### src/rtl/pbit_adder_sequencer.sv
// Run sequencer for a stochastic p-bit ripple adder: flush, settle, sample
// STEPS cycles of adder outputs into per-bit counters, then majority-vote.
module pbit_adder_sequencer #(
  parameter int STEPS   = 1000,
  parameter int BURN_IN = 2,
  parameter int CNT_W   = 16
) (
  input  logic       clk,
  input  logic       reset,
  input  logic       start,
  input  logic       abort,
  input  logic [1:0] op_mode,
  input  logic [3:0] op_a,
  input  logic [3:0] op_b,
  input  logic [3:0] op_sum,
  input  logic [3:0] op_i0,
  output logic       busy,
  output logic       done,
  output logic       error,
  output logic [3:0] result_a,
  output logic [3:0] result_b,
  output logic [3:0] result_sum,
  output logic       result_ovf,
  output logic       adder_reset,
  output logic [1:0] adder_mode,
  output logic [3:0] adder_I_0,
  output logic [3:0] adder_a,
  output logic [3:0] adder_b,
  output logic [3:0] adder_sum,
  input  logic [3:0] a_out,
  input  logic [3:0] b_out,
  input  logic [3:0] sum_out,
  input  logic       overflow
);

  typedef enum logic [2:0] {
    S_IDLE   = 3'd0,
    S_FLUSH  = 3'd1,
    S_SETTLE = 3'd2,
    S_SAMPLE = 3'd3,
    S_DECIDE = 3'd4,
    S_DONE   = 3'd5
  } state_t;

  localparam int unsigned NCNT = 13;
  localparam int          PW   = $clog2(STEPS + BURN_IN + 1) + 1;

  state_t           state_q, state_d;
  logic [PW-1:0]    cyc_q, cyc_d;
  logic [1:0]       mode_q;
  logic [3:0]       a_q, b_q, sum_q, i0_q;
  logic [CNT_W-1:0] cnt_q [NCNT];
  logic [NCNT-1:0]  res_q;
  logic [NCNT-1:0]  vote;
  logic [NCNT-1:0]  samp;
  logic             error_q;
  logic             accept;

  // Counter index map: [3:0] a, [7:4] b, [11:8] sum, [12] overflow.
  assign samp   = {overflow, sum_out, b_out, a_out};
  assign accept = (state_q == S_IDLE) && start && (op_mode != 2'd3);

  always_comb begin
    state_d = state_q;
    cyc_d   = cyc_q;
    unique case (state_q)
      S_IDLE: begin
        if (accept) state_d = S_FLUSH;
      end
      S_FLUSH: begin
        cyc_d   = '0;
        state_d = (BURN_IN == 0) ? S_SAMPLE : S_SETTLE;
        if (abort) state_d = S_IDLE;
      end
      S_SETTLE: begin
        cyc_d = cyc_q + PW'(1);
        if (cyc_q + PW'(1) == PW'(BURN_IN)) begin
          cyc_d   = '0;
          state_d = S_SAMPLE;
        end
        if (abort) state_d = S_IDLE;
      end
      S_SAMPLE: begin
        cyc_d = cyc_q + PW'(1);
        if (cyc_q + PW'(1) == PW'(STEPS)) begin
          cyc_d   = '0;
          state_d = S_DECIDE;
        end
        if (abort) state_d = S_IDLE;
      end
      S_DECIDE: state_d = S_DONE;
      S_DONE:   state_d = S_IDLE;
      default:  state_d = S_IDLE;
    endcase
  end

  // Strict majority: a tie (2*count == STEPS) votes 0.
  always_comb begin
    vote = '0;
    for (int unsigned i = 0; i < NCNT; i++) begin
      vote[i] = ({1'b0, cnt_q[i]} << 1) > (CNT_W+1)'(STEPS);
    end
  end

  always_ff @(posedge clk or posedge reset) begin
    if (reset) begin
      state_q <= S_IDLE;
      cyc_q   <= '0;
      mode_q  <= '0;
      a_q     <= '0;
      b_q     <= '0;
      sum_q   <= '0;
      i0_q    <= '0;
      res_q   <= '0;
      error_q <= 1'b0;
      for (int unsigned i = 0; i < NCNT; i++) cnt_q[i] <= '0;
    end else begin
      state_q <= state_d;
      cyc_q   <= cyc_d;
      error_q <= (state_q == S_IDLE) && start && (op_mode == 2'd3);
      if (accept) begin
        mode_q <= op_mode;
        a_q    <= op_a;
        b_q    <= op_b;
        sum_q  <= op_sum;
        i0_q   <= op_i0;
      end
      if (state_q == S_FLUSH) begin
        for (int unsigned i = 0; i < NCNT; i++) cnt_q[i] <= '0;
      end
      if (state_q == S_SAMPLE) begin
        for (int unsigned i = 0; i < NCNT; i++) begin
          if (samp[i] && (cnt_q[i] != '1)) cnt_q[i] <= cnt_q[i] + CNT_W'(1);
        end
      end
      if (state_q == S_DECIDE) res_q <= vote;
    end
  end

  assign busy        = (state_q != S_IDLE);
  assign done        = (state_q == S_DONE);
  assign error       = error_q;
  assign adder_reset = (state_q == S_IDLE) || (state_q == S_FLUSH);
  assign adder_mode  = mode_q;
  assign adder_a     = a_q;
  assign adder_b     = b_q;
  assign adder_sum   = sum_q;
  assign adder_I_0   = i0_q;
  assign result_a    = res_q[3:0];
  assign result_b    = res_q[7:4];
  assign result_sum  = res_q[11:8];
  assign result_ovf  = res_q[12];

endmodule

### config.mk
export PLATFORM = sky130hd
export DESIGN_NAME = pbit_adder_sequencer
export DESIGN_NICKNAME = d
export VERILOG_FILES = /design/src/rtl/pbit_adder_sequencer.sv
export SDC_FILE = /design/constraint.sdc
export NUM_CORES = 1
export LEC_CHECK = 0
export CAP_MARGIN = 0
export CORE_MARGIN = 3
export CORE_UTILIZATION = 30
export DETAILED_ROUTE_END_ITERATION = 10
export GPL_TIMING_DRIVEN = 0
export PLACE_DENSITY = 0.43
export SYNTH_ARGS = -nofsm -noshare
export SYNTH_HDL_FRONTEND = slang
export SYNTH_SLANG_ARGS = --single-unit
### constraint.sdc
create_clock -name clk -period 12.9 [get_ports clk]
set_clock_uncertainty 0.1 [all_clocks]
set_input_delay 1.29 -clock clk [delete_from_list [all_inputs] [get_ports clk]]
set_output_delay 1.29 -clock clk [all_outputs]
set_load 0.005 [all_outputs]
## Word-level counts from Yosys, hierarchy flattened

Cells that the tools add are included.

| word-level totals | value |
|---|---|
| output and inout bits | 35 |
| ROM bits | 0 |
| input port bits | 35 |
| logic and storage cells | 120 |
| bits in registers | 254 |
| latch bits | 0 |
| memories kept | 0 |
| bits in writable memories | 0 |

| operators by class | value |
|---|---|
| reductions and logical operators | 21 |
| multiply operators | 0 |
| mux-type cells | 25 |
| add/subtract/negate cells | 14 |
| equal/unequal tests | 25 |
| shifts and indexed selects | 0 |
| divide/modulo/power cells | 0 |
| magnitude comparators | 13 |
| bitwise gates (word level) | 0 |

Operators with widths:

| cell | number |
|---|---|
| 2-to-1 mux 208 bit | 2 |
| greater-than comparator 17 x 10 -> 1 bit, second input constant | 13 |
| adder 16 x 1 -> 16 bit, second input constant | 13 |
| 2-to-1 mux 16 bit | 13 |
| != test 16 bit, second input constant | 13 |
| case mux 11 bit (3 select lines) | 1 |
| 2-to-1 mux 11 bit | 2 |
| logical AND 1 bit | 16 |
| 2-to-1 mux 3 bit | 5 |
| case mux 3 bit (5 select lines) | 1 |
| adder 11 x 1 -> 11 bit, second input constant | 1 |
| equality test 11 x 10 -> 1 bit, second input constant | 1 |
| equality test 11 x 2 -> 1 bit, second input constant | 1 |
| equality test 3 x 2 -> 1 bit, second input constant | 2 |
| equality test 3 bit, second input constant | 2 |
| != test 3 bit, second input constant | 2 |
| nonzero test 3 bit | 2 |
| != test 2 bit, second input constant | 2 |
| equality test 3 x 1 -> 1 bit, second input constant | 1 |
| zero test 3 bit | 1 |
| AND reduction 3 bit | 1 |
| equality test 2 bit, second input constant | 1 |
| 2-to-1 mux 2 bit | 1 |
| logical OR 1 bit | 1 |

## Longest topological paths before layout

| logic depth | value |
|---|---|
| word-level depth | 5 |
| mapped depth | 10 |

## Least setup slack after synthesis

No wires, ideal clock.

| path | value |
|---|---|
| path kind | input -> register |
| from | in a_out[0] |
| to | reg cnt_q[207] in the netlist's numbering |
| library setup time | 0.079 ns |
| arrival time | 2.386 ns |
| path buffers | 0 |
| stages | 6 |
| setup slack | 10.335 ns |
| cells stage by stage | nand3_1 or3_1 nor2_1 nand2_1 nor3_1 mux2i_1 |

| on the way | value |
|---|---|
| longest elaborated chain between the ends | 3 |

Ends and longest elaborated chain:

| element | RTL line | text |
|---|---|---|
| start, declared | 30 | `input logic [3:0] a_out,` |
| logical AND 1 bit | 133 | `if (samp[i] && (cnt_q[i] != '1)) cnt_q[i] <= cnt_q[i] + CNT_W'(1);` |
| 2-to-1 mux 16 bit | 133 |  |
| 2-to-1 mux 208 bit | 131 | `if (state_q == S_SAMPLE) begin` |
| end, declared | 52 | `logic [CNT_W-1:0] cnt_q [NCNT];` |

Every way passes these cells.
A chain may end at the register's enable or synchronous reset.

## Worst setup path in the final report

| path | value |
|---|---|
| from | reg state_q[1] |
| to | reg cnt_q[11] in the netlist's numbering |

| on the way | value |
|---|---|
| longest elaborated chain between the ends | 4 |
| elaborated cells between the ends (all ways) | 5 |

Ends and longest elaborated chain:

| element | RTL line | text |
|---|---|---|
| start, declared | 48 | `state_t state_q, state_d;` |
| start signal, assigned | 118 | `state_q <= state_d;` |
| equality test 3 x 1 -> 1 bit | 128 | `if (state_q == S_FLUSH) begin` |
| 2-to-1 mux 208 bit | 128 |  |
| 2-to-1 mux 16 bit | 133 |  |
| 2-to-1 mux 208 bit (*) | 131 |  |

Every way passes the cells marked *; elsewhere a longest branch is shown, timed or not.

==> flow_summary.json <==
{
  "r2r_end": "cnt_q[11]",
  "cp-end-kind": "register",
  "detail-route-antenna-nets": 0,
  "cap_violations": 0,
  "dp.cells": 2085,
  "grt_pass1_wl_mm": 57.5,
  "synth-edff-count": 0,
  "tritoncts": "yes",
  "yosys.area.top_type": "dfrtp_1",
  "num_vias": 10800,
  "ctsLongestPathBuffers": 3,
  "grt_max_degree": 99,
  "synthSimpleGateAreaFrac_pct": 25.9,
  "pwr-share-seq_pct": 37.4,
  "p_sw_w": 0.000736,
  "final_cell_mix": "dfrtp_1 (254), nand2_1 (210), o21ai_0 (145)",
  "synth_mux_area_share_pct": 1.73,
  "max_slew_margin_pct": 20.4,
  "detail_route.vias_per_cell": 5.02,
  "met3_length_mm": 1.11,
  "hold_path_class": "reg -> reg",
  "netlist_instances": 1437,
  "crit_required_ns": 13.18,
  "grt_pass1_vias": 10500,
  "r2r_slack_ns": 9.46,
  "overflow": 0,
  "worst-slew-pin-transition_ns": 1.19,
  "place.gp.congestion": 0.766,
  "min_period_ns": 3.44,
  "period_share_pct": 26.6,
  "path_class": "reg -> reg",
  "synth_compound_area_share_pct": 14.3,
  "cts_buffers": 34,
  "ios": 70,
  "postSynthAreaPerCell_sq_um": 9.06,
  "cts_resized": 0,
  "cts.sinks": 254,
  "postLayoutCoreUtil_pct": 37.0,
  "synth.area.top_cells": "dfrtp_1 (49%), nand2_1 (6.1%), o21ai_0 (5.6%)",
  "cts_hold_buf": 0,
  "min_from": "cnt_q[198]",
  "switching_share_pct": 29.9,
  "r2r-start": "state_q[1]",
  "drtIter0Drc": 589,
  "mappedNetlistNets": 1500,
  "ys.flop_type": "dfrtp_1",
  "fmax_ghz": 0.291,
  "antenna_found_initial": 1,
  "route.met2.wl_mm": 15.5,
  "drc": 0,
  "netlist_area_sq_mm": 0.0130,
  "power_density_mw_per_mm2": 157,
  "layout_commonest_cell": "dfrtp_1",
  "seq_area_frac_synth_pct": 48.8,
  "slew_violations": 0,
  "dp_hpwl_mm": 22.6,
  "met1_length_mm": 17.2,
  "diodes": 0,
  "setup_violations": 0,
  "synthXorXnorAreaFrac_pct": 3.36,
  "r2r_cells": 7,
  "intPower_w": 0.00172,
  "p_leak_nw": 6.50,
  "wire_per_inst_um": 16.1,
  "rsz0062_at_grt": "no",
  "p_clk_share_pct": 41.5,
  "htreeDepth": 2,
  "io_buffers": 69,
  "synth_top_area_share_pct": 48.8,
  "synth.distinct_cells": 67,
  "nets": 1607,
  "ir_drop_v": 0.0000744,
  "drt_first_pass_iters": 5,
  "gr-usage-all-layers_pct": 15.3,
  "insertion_delay_ns": 0.53,
  "drive_gt1_share_pct": 5.54,
  "die_area_sq_mm": 0.0459,
  "clkTransAtPathRegs_ns": 0.06,
  "final_cell_count_no_fill": 2146,
  "combPwrFrac_pct": 21.1,
  "power_w": 0.00246,
  "cp-start-kind": "register",
  "whs_path_depth": 1,
  "synth_top_family_by_area": "simple AND/OR/NAND/NOR gates",
  "postCtsSetupBuffers": 0,
  "core-area_sq_mm": 0.0424,
  "post_synth_fa_ha_maj_area_fraction_pct": 2.69,
  "initial_utilization_pct": 30.7,
  "setup_tns_ns": 0,
  "die-height_um": 214,
  "highest_layer": "met4",
  "hold_end": "cnt_q[198]",
  "yosysWarnings": 0,
  "fp-row-count": 75,
  "cts_root_buffer": "clkbuf_16",
  "arrival_ns": 3.72,
  "timing.final.hold_violations": 0,
  "syn2layout_area_growth_pct": 20.7,
  "wirelength_mm": 34.6,
  "outcome": "completed",
  "ys_async_sr_fraction_pct": 100,
  "ys_seq_elements": 254,
  "crit_fanout": 10,
  "dieWidth_um": 214
}
-- final cells by class --
type / count / area, sq um
buffer: 52 / 234
sequential: 254 / 6360
multi-input combinational: 1083 / 6250
timing repair buffer: 71 / 746
fill: 4368 / 26700
inverter: 48 / 188
tap: 577 / 722
clock buffer: 51 / 1040
clock inverter: 10 / 179
-- cells by family (layout without fill, tap and decap cells) --
group | count (synthesis) | in the layout
flip-flops | 254 | 254
XOR/XNOR | 50 | 50
multiplexers | 22 | 22
adder cells (fa/ha/maj) | 28 | 28
AND/OR/NAND/NOR | 688 | 688
buffers and inverters | 100 | 232
AO/OA/AOI/OAI | 295 | 295
-- sequential cells by signal (all words and copies together), names as in the netlist --
register and flops:
cyc_q 11, cnt_q 208, adder_a 4, adder_mode 2, adder_I_0 4, state_q 3, adder_b 4, adder_sum 4
res_q 13, error 1
-- worst max-delay path by stage --
stage | start | to | slack (ns) | cells after the start
final | state_q[1] | cnt_q[11] | 9.46 | 7
after global routing | state_q[1] | cnt_q[85] | 9.17 | 7
after CTS | state_q[1] | cnt_q[11] | 9.36 | 7
after global placement | reset | cyc_q[9] | 0.27 | 2
after detailed placement | state_q[1] | cnt_q[11] | 9.37 | 7
after floorplan | reset | adder_I_0[0] | 4.52 | 1
-- Yosys cell counts, drive strengths merged (3+ instances only) --
library cell  number
dfrtp            254
nand2            211
o21ai            146
nand3            134
nor2             115
nand4             62
inv               47
o31ai             34
xor2              34
and3              29
ha                28
clkbuf            27
nor3              26
a21oi             25
buf               25
o211ai            23
and2              22
nor4              21
nor2b             19
mux2i             18
and4              17
xnor2             16
a41oi             13
or3               13
a31oi              9
nand2b             7
o311ai             5
mux2               4
o2111ai            4
o41ai              4
a22o               3
a31o               3
nor3b              3
o21a               3
o22ai              3
-- per-stage QoR --
step                      setup WS [ns]  instance area [sq um]  hold WS (ns)
after floorplan                    4.52                  13000         0.337
after global placement            0.271                  14400         0.360
after detailed placement           9.37                  14500         0.361
after CTS                          9.36                  15700         0.370
after global routing               9.17                  15700         0.393
final                              9.46                  15700         0.367
-- critical path, cell delays in order (launching register included) --
cell      delay [ns]
dfrtp_1         0.37
buf_2           0.17
nor2_1          0.26
and2_1          0.17
clkbuf_1        0.74
buf_1           0.69
buf_1           0.67
nor2_1          0.11
-- layer usage --
layer  vias to the layer above  track usage, %
met1                      5186            21.9
met3                        45            2.27
met4                         0            5.12
met2                       128            23.8
li1                       5423               -
met5                         -               0
-- power groups by stage --
stage | registers, W | logic, W | clock network, W
after floorplan | 0.000928 | 0.000256 | 0
after global placement | 0.000934 | 0.000530 | 0
after detailed placement | 0.000933 | 0.000534 | 0
after CTS | 0.000921 | 0.000536 | 0.00106
after global routing | 0.000930 | 0.000581 | 0.00109
final | 0.000919 | 0.000518 | 0.00102
No activity file was read; power rests on OpenSTA's default activity.
==> RTL edit 1, RTL diff (config.mk and constraints unchanged) <==
Set the parameter `BURN_IN` to 4 (it was 2).
--- a/src/rtl/pbit_adder_sequencer.sv
+++ b/src/rtl/pbit_adder_sequencer.sv
@@ -3,5 +3,5 @@
 module pbit_adder_sequencer #(
   parameter int STEPS   = 1000,
-  parameter int BURN_IN = 2,
+  parameter int BURN_IN = 4,
   parameter int CNT_W   = 16
 ) (
Behaviour: same outputs for any inputs over 10 cycles, from zero or initial values and one cycle with reset high; that may be too few to reach the edited logic, so the function may still have changed.
==> RTL edit 1 against the original RTL <==
- wire length rose by 3.3%
- total power is 12% lower
- setup slack worse by 0.11 ns
- non-clock buffer count decreased by 8
- design area rose by 0.43%
- global-route usage grew 0.30 points
- sequential cell count unchanged
- synthesized area rose by 1.2%
- register-to-register slack better by 0.21 ns
- critical path type is now flop to primary output
- largest cell class is now multi-input combinational cells
==> RTL edit 1: results (changes against the original RTL) <==
status finished clean; fraction of registers with async set/reset 1.00 (unchanged); DRT Wirelength 35800 microns (+3.3%); fraction of the yosys area taken by sequential cells 0.482 (-0.00603); Setup Fix Bufs, Post-CTS 0 (unchanged); # diodes 0 (unchanged); Clock Tree Buf Depth 3 (unchanged); Mean Syn Cell Area 9.45 sq um (+4.4%); Pre-antenna DRT Iters 5 (unchanged); portion of netlist area occupied by mux cells 0.0361 (+0.0188); Hold WC Path Type flop to flop; post-CTS sizing 0 (unchanged); global-route total usage across every layer 0.156 (+0.00301); Compound-Gate Fraction of Synth Area 0.139 (-0.00366); Buffers on Ports 69 (unchanged); global-route wire length before repair 59300 microns (+3.0%); layout cells sized above 1 0.0670 (+0.0116); initial DRC count 511 (-13%); Max FO, Critical Path 10 (unchanged); Clock Pin Slew Worst Setup and Hold Paths 0.06 ns (about the same); worst slack, placed 9.27 ns (-0.106 ns); placed instance count 2050 (-1.7%); Synth warnings 0 (unchanged); Synth area leaders dfrtp_1 48%, nand3_1 5.1%, o21ai_0 4.1%, nand2_1 3.7%, nor2_1 3.7%; vias in the first global route 10.8k (+3.5%); Max-Slew Margin vs Limit 0.211 (+0.00654); Final Wtd Congestion 0.772 (+0.85%); maximum resistive drop on vdd 0.0833 mV (+12%); DR WL/cell 17.0 microns (+5.2%); LEAKAGE 6.49 nW (-0.14%); CTS buffer count 31 (-8.8%); top cells by count, synth 254 x dfrtp_1, 133 x nand3_1, 130 x nand2_1; initial antenna violation count 0 (-1); Vias per Instance 5.11 (+1.7%); Root Buffer clkbuf_16; Post-Synth XOR/XNOR Area 0.0372 (+0.00357); synth unique cells 70 (+4.5%); largest net degree at the start of global routing 118 (+19%); Main synth FF type dfrtp_1; H-tree depth 1 (-1); clock latency on the worst-skew pair 0.59 ns (+0.06 ns); top flop regs cnt_q x208, res_q x13, cyc_q x11; critical path arrival 2.15 ns (-1.57 ns); nets 1560 (-2.9%); P_int 1.56 mW (-9.4%); Synth Area in Adders 0.0256 (-0.00128); HPWL Detailed 24000 microns (+6.1%); syn nets 1456 (-2.9%)
[RTL edit 1: area by class of cell]
type | count | area [sq um]
Fill cell | 4396 | 27500
Buffer | 44 | 183
Sequential cell | 254 | 6360
Inverter | 44 | 173
Clock inverter | 15 | 215
Tap cell | 585 | 732
Multi-Input combinational cell | 1052 | 6470
Clock buffer | 42 | 897
Timing Repair Buffer | 71 | 746
[RTL edit 1: through the flow]
step	total power [mW]	cell area (sq um)	hold slack, ns
finish	2.18	15800	0.382
global route	2.29	15800	0.394
CTS	2.22	15800	0.383
detailed placement	1.25	14700	0.370
global placement	1.25	14600	0.367
floorplan	1.07	13200	0.338
[RTL edit 1: power by group through the flow]
stage | sequential [mW] | clock, mW | combinational [mW]
finish | 0.887 | 0.946 | 0.342
global route | 0.895 | 1.01 | 0.385
CTS | 0.887 | 0.981 | 0.356
detailed placement | 0.901 | 0 | 0.354
global placement | 0.901 | 0 | 0.350
floorplan | 0.896 | 0 | 0.175
[RTL edit 1: worst max-delay path, cell delays in order (launching register included)]
cell and delay, ns:
dfrtp_1 0.45, clkbuf_1 0.26, or3_1 0.40, clkdlybuf4s50_1 0.46
[RTL edit 1: cells by family (layout without fill, tap and decap cells)]
logic type | after synthesis | after routing
AO/OA/AOI/OAI | 279 | 279
XOR/XNOR | 56 | 56
adder cells (fa/ha/maj) | 27 | 27
buffers and inverters | 88 | 216
flip-flops | 254 | 254
multiplexers | 45 | 45
AND/OR/NAND/NOR | 645 | 645
[RTL edit 1: worst paths after layout]
kind,from,endpoint,slack [ns],cells past startpoint
setup / recovery,state_q[1]$_DFFE_PP0P_,busy,9.36,3
setup reg to reg,state_q[2]$_DFFE_PP0P_,res_q[1]$_DFFE_PP0N_,9.67,5
hold / removal,cnt_q[136]$_DFF_PP0_,cnt_q[136]$_DFF_PP0_,0.38,1
max in group asynchronous,reset,adder_sum[1]$_DFFE_PP0P_,10.85,3
min in group asynchronous,reset,cnt_q[16]$_DFF_PP0_,0.96,2
hold reg to reg,cnt_q[136]$_DFF_PP0_,cnt_q[136]$_DFF_PP0_,0.38,1
[RTL edit 1: layer usage]
layer | GRT usage | routed length (microns) | up-vias
met5 | 0 | 0 | -
met4 | 0.0364 | 753 | 0
met2 | 0.251 | 16300 | 165
li1 | - | - | 5373
met3 | 0.0282 | 1400 | 48
met1 | 0.219 | 17300 | 5179
==> RTL edit 2, RTL diff (config.mk and constraints unchanged) <==
Made on the original files. Put a register stage on the outputs `busy`, `done`, `result_a`, `result_b`, `result_sum` and `result_ovf`, with the module's reset. The values now appear one clock later. The other outputs are not delayed to match.
--- a/src/rtl/pbit_adder_sequencer.sv
+++ b/src/rtl/pbit_adder_sequencer.sv
@@ -138,6 +138,4 @@
   end
 
-  assign busy        = (state_q != S_IDLE);
-  assign done        = (state_q == S_DONE);
   assign error       = error_q;
   assign adder_reset = (state_q == S_IDLE) || (state_q == S_FLUSH);
@@ -147,8 +145,21 @@
   assign adder_sum   = sum_q;
   assign adder_I_0   = i0_q;
-  assign result_a    = res_q[3:0];
-  assign result_b    = res_q[7:4];
-  assign result_sum  = res_q[11:8];
-  assign result_ovf  = res_q[12];
+  always_ff @(posedge clk or posedge reset) begin
+    if (reset) begin
+      busy       <= '0;
+      done       <= '0;
+      result_a   <= '0;
+      result_b   <= '0;
+      result_sum <= '0;
+      result_ovf <= '0;
+    end else begin
+      busy       <= (state_q != S_IDLE);
+      done       <= (state_q == S_DONE);
+      result_a   <= res_q[3:0];
+      result_b   <= res_q[7:4];
+      result_sum <= res_q[11:8];
+      result_ovf <= res_q[12];
+    end
+  end
 
 endmodule
Function: changed (a bounded check fails within 4 cycles, from zero or initial values and one cycle with reset high).
==> RTL edit 2 against the original RTL <==
- synthesized area increased by 7.2%
- critical path depth decreased by 3
- total power increased by 4.5%
- wire length increased by 6.3%
- fmax decreased by 10%
- setup slack got worse by 0.40 ns
- design area increased by 6.4%
- sequential power increased by 7.4%
- sequential cell count increased by 15
- sequential share of layout area decreased by 0.19 points
- non-clock buffer count increased by 10
==> RTL edit 2: results (changes against the original RTL) <==
met2 wire len 16200 microns (+4.9%); multi-input combinational area share 0.404 (+0.00631); Final Wtd Congestion 0.762 (-0.43%); status finished clean; Non-Clock Buffer Area Fraction 0.0595 (-0.00286); worst-margin pin slew 1.21 ns (+0.0194 ns); Fill cells 4669 (+6.9%); P_seq 0.987 mW (+7.4%); P per Cell Area 154 mW/mm^2 (-1.8%); Pre-antenna DRT Iters 4 (-1); top cells by count, synth 269 x dfrtp_1, 168 x nand2_1, 156 x nor2_1; global-route total usage across every layer 0.152 (-0.00115); clock-cell share of area 0.0752 (-0.00227); critical path arrival 2.45 ns (-1.27 ns); FF-to-FF End cnt_q[105]$_DFF_PP0_; M1 WL 18200 microns (+5.7%); nets 1645 (+2.4%); critical path's slowest cell clkdlybuf4s50_1; largest net degree at the start of global routing 100 (+1.0%); portion of netlist area occupied by mux cells 0.0456 (+0.0283); synthesized flop and latch total 269 (+5.9%); layout cells sized above 1 0.0840 (+0.0285); DRT Wirelength 36800 microns (+6.3%); worst slack, placed 9.17 ns (-0.197 ns); clkbuf count 48 (-5.9%); DR WL/cell 16.7 microns (+3.3%); crit path to adder_reset; vias in the first global route 11.0k (+5.5%); initial DRC count 592 (+0.51%); Compound-Gate Fraction of Synth Area 0.100 (-0.0422); HPWL Detailed 24400 microns (+8.0%); initial antenna violation count 0 (-1); Vias per Instance 5.01 (-0.30%); Repair and plain buffers 133 (+8.1%); register area 0.00673 sq mm (+5.9%); number of multi-input logic gates 1085 (+0.18%); placed instance count 2146 (+2.9%); fraction of the yosys area taken by sequential cells 0.482 (-0.00590); inverters 59 (+23%); WL met3 1560 microns (+41%); synth unique cells 69 (+3.0%); global-route track usage on met1 0.215 (-0.00367); global-route wire length before repair 61000 microns (+6.0%); max incr delay on CP 0.48 ns (-0.26 ns); Post-Synth XOR/XNOR Area 0.0483 (+0.0147); Syn Inst Count 1475 (+2.6%)
-- RTL edit 2: cell types whose count changed after synthesis, sizes merged, moves of 13 or more --
| cell | change |
|---|---|
| a22o | +19 |
| clkbuf | +13 |
| dfrtp | +15 |
| mux2 | +25 |
| mux2i | +13 |
| nand2 | -43 |
| nor2 | +42 |
| o21ai | -78 |
| xnor2 | +19 |
-- RTL edit 2: worst min path at each step --
stage                                 end  slack [ns]  cells past startpoint
floorplan           result_a[0]$_DFF_PP0_        0.25                      0
global placement    result_b[0]$_DFF_PP0_        0.27                      0
detailed placement  result_b[0]$_DFF_PP0_        0.26                      0
CTS                 result_b[0]$_DFF_PP0_        0.28                      0
global route        result_b[0]$_DFF_PP0_        0.30                      0
finish              result_b[0]$_DFF_PP0_        0.28                      0
-- RTL edit 2: stage by stage --
stage	setup TNS [ns]	hold WS [ns]	area (sq um)
after floorplan	0	0.254	14000
after global placement	-80.06	0.268	15400
after detailed placement	0	0.263	15500
after CTS	0	0.282	16700
after global routing	0	0.298	16700
final	0	0.281	16700
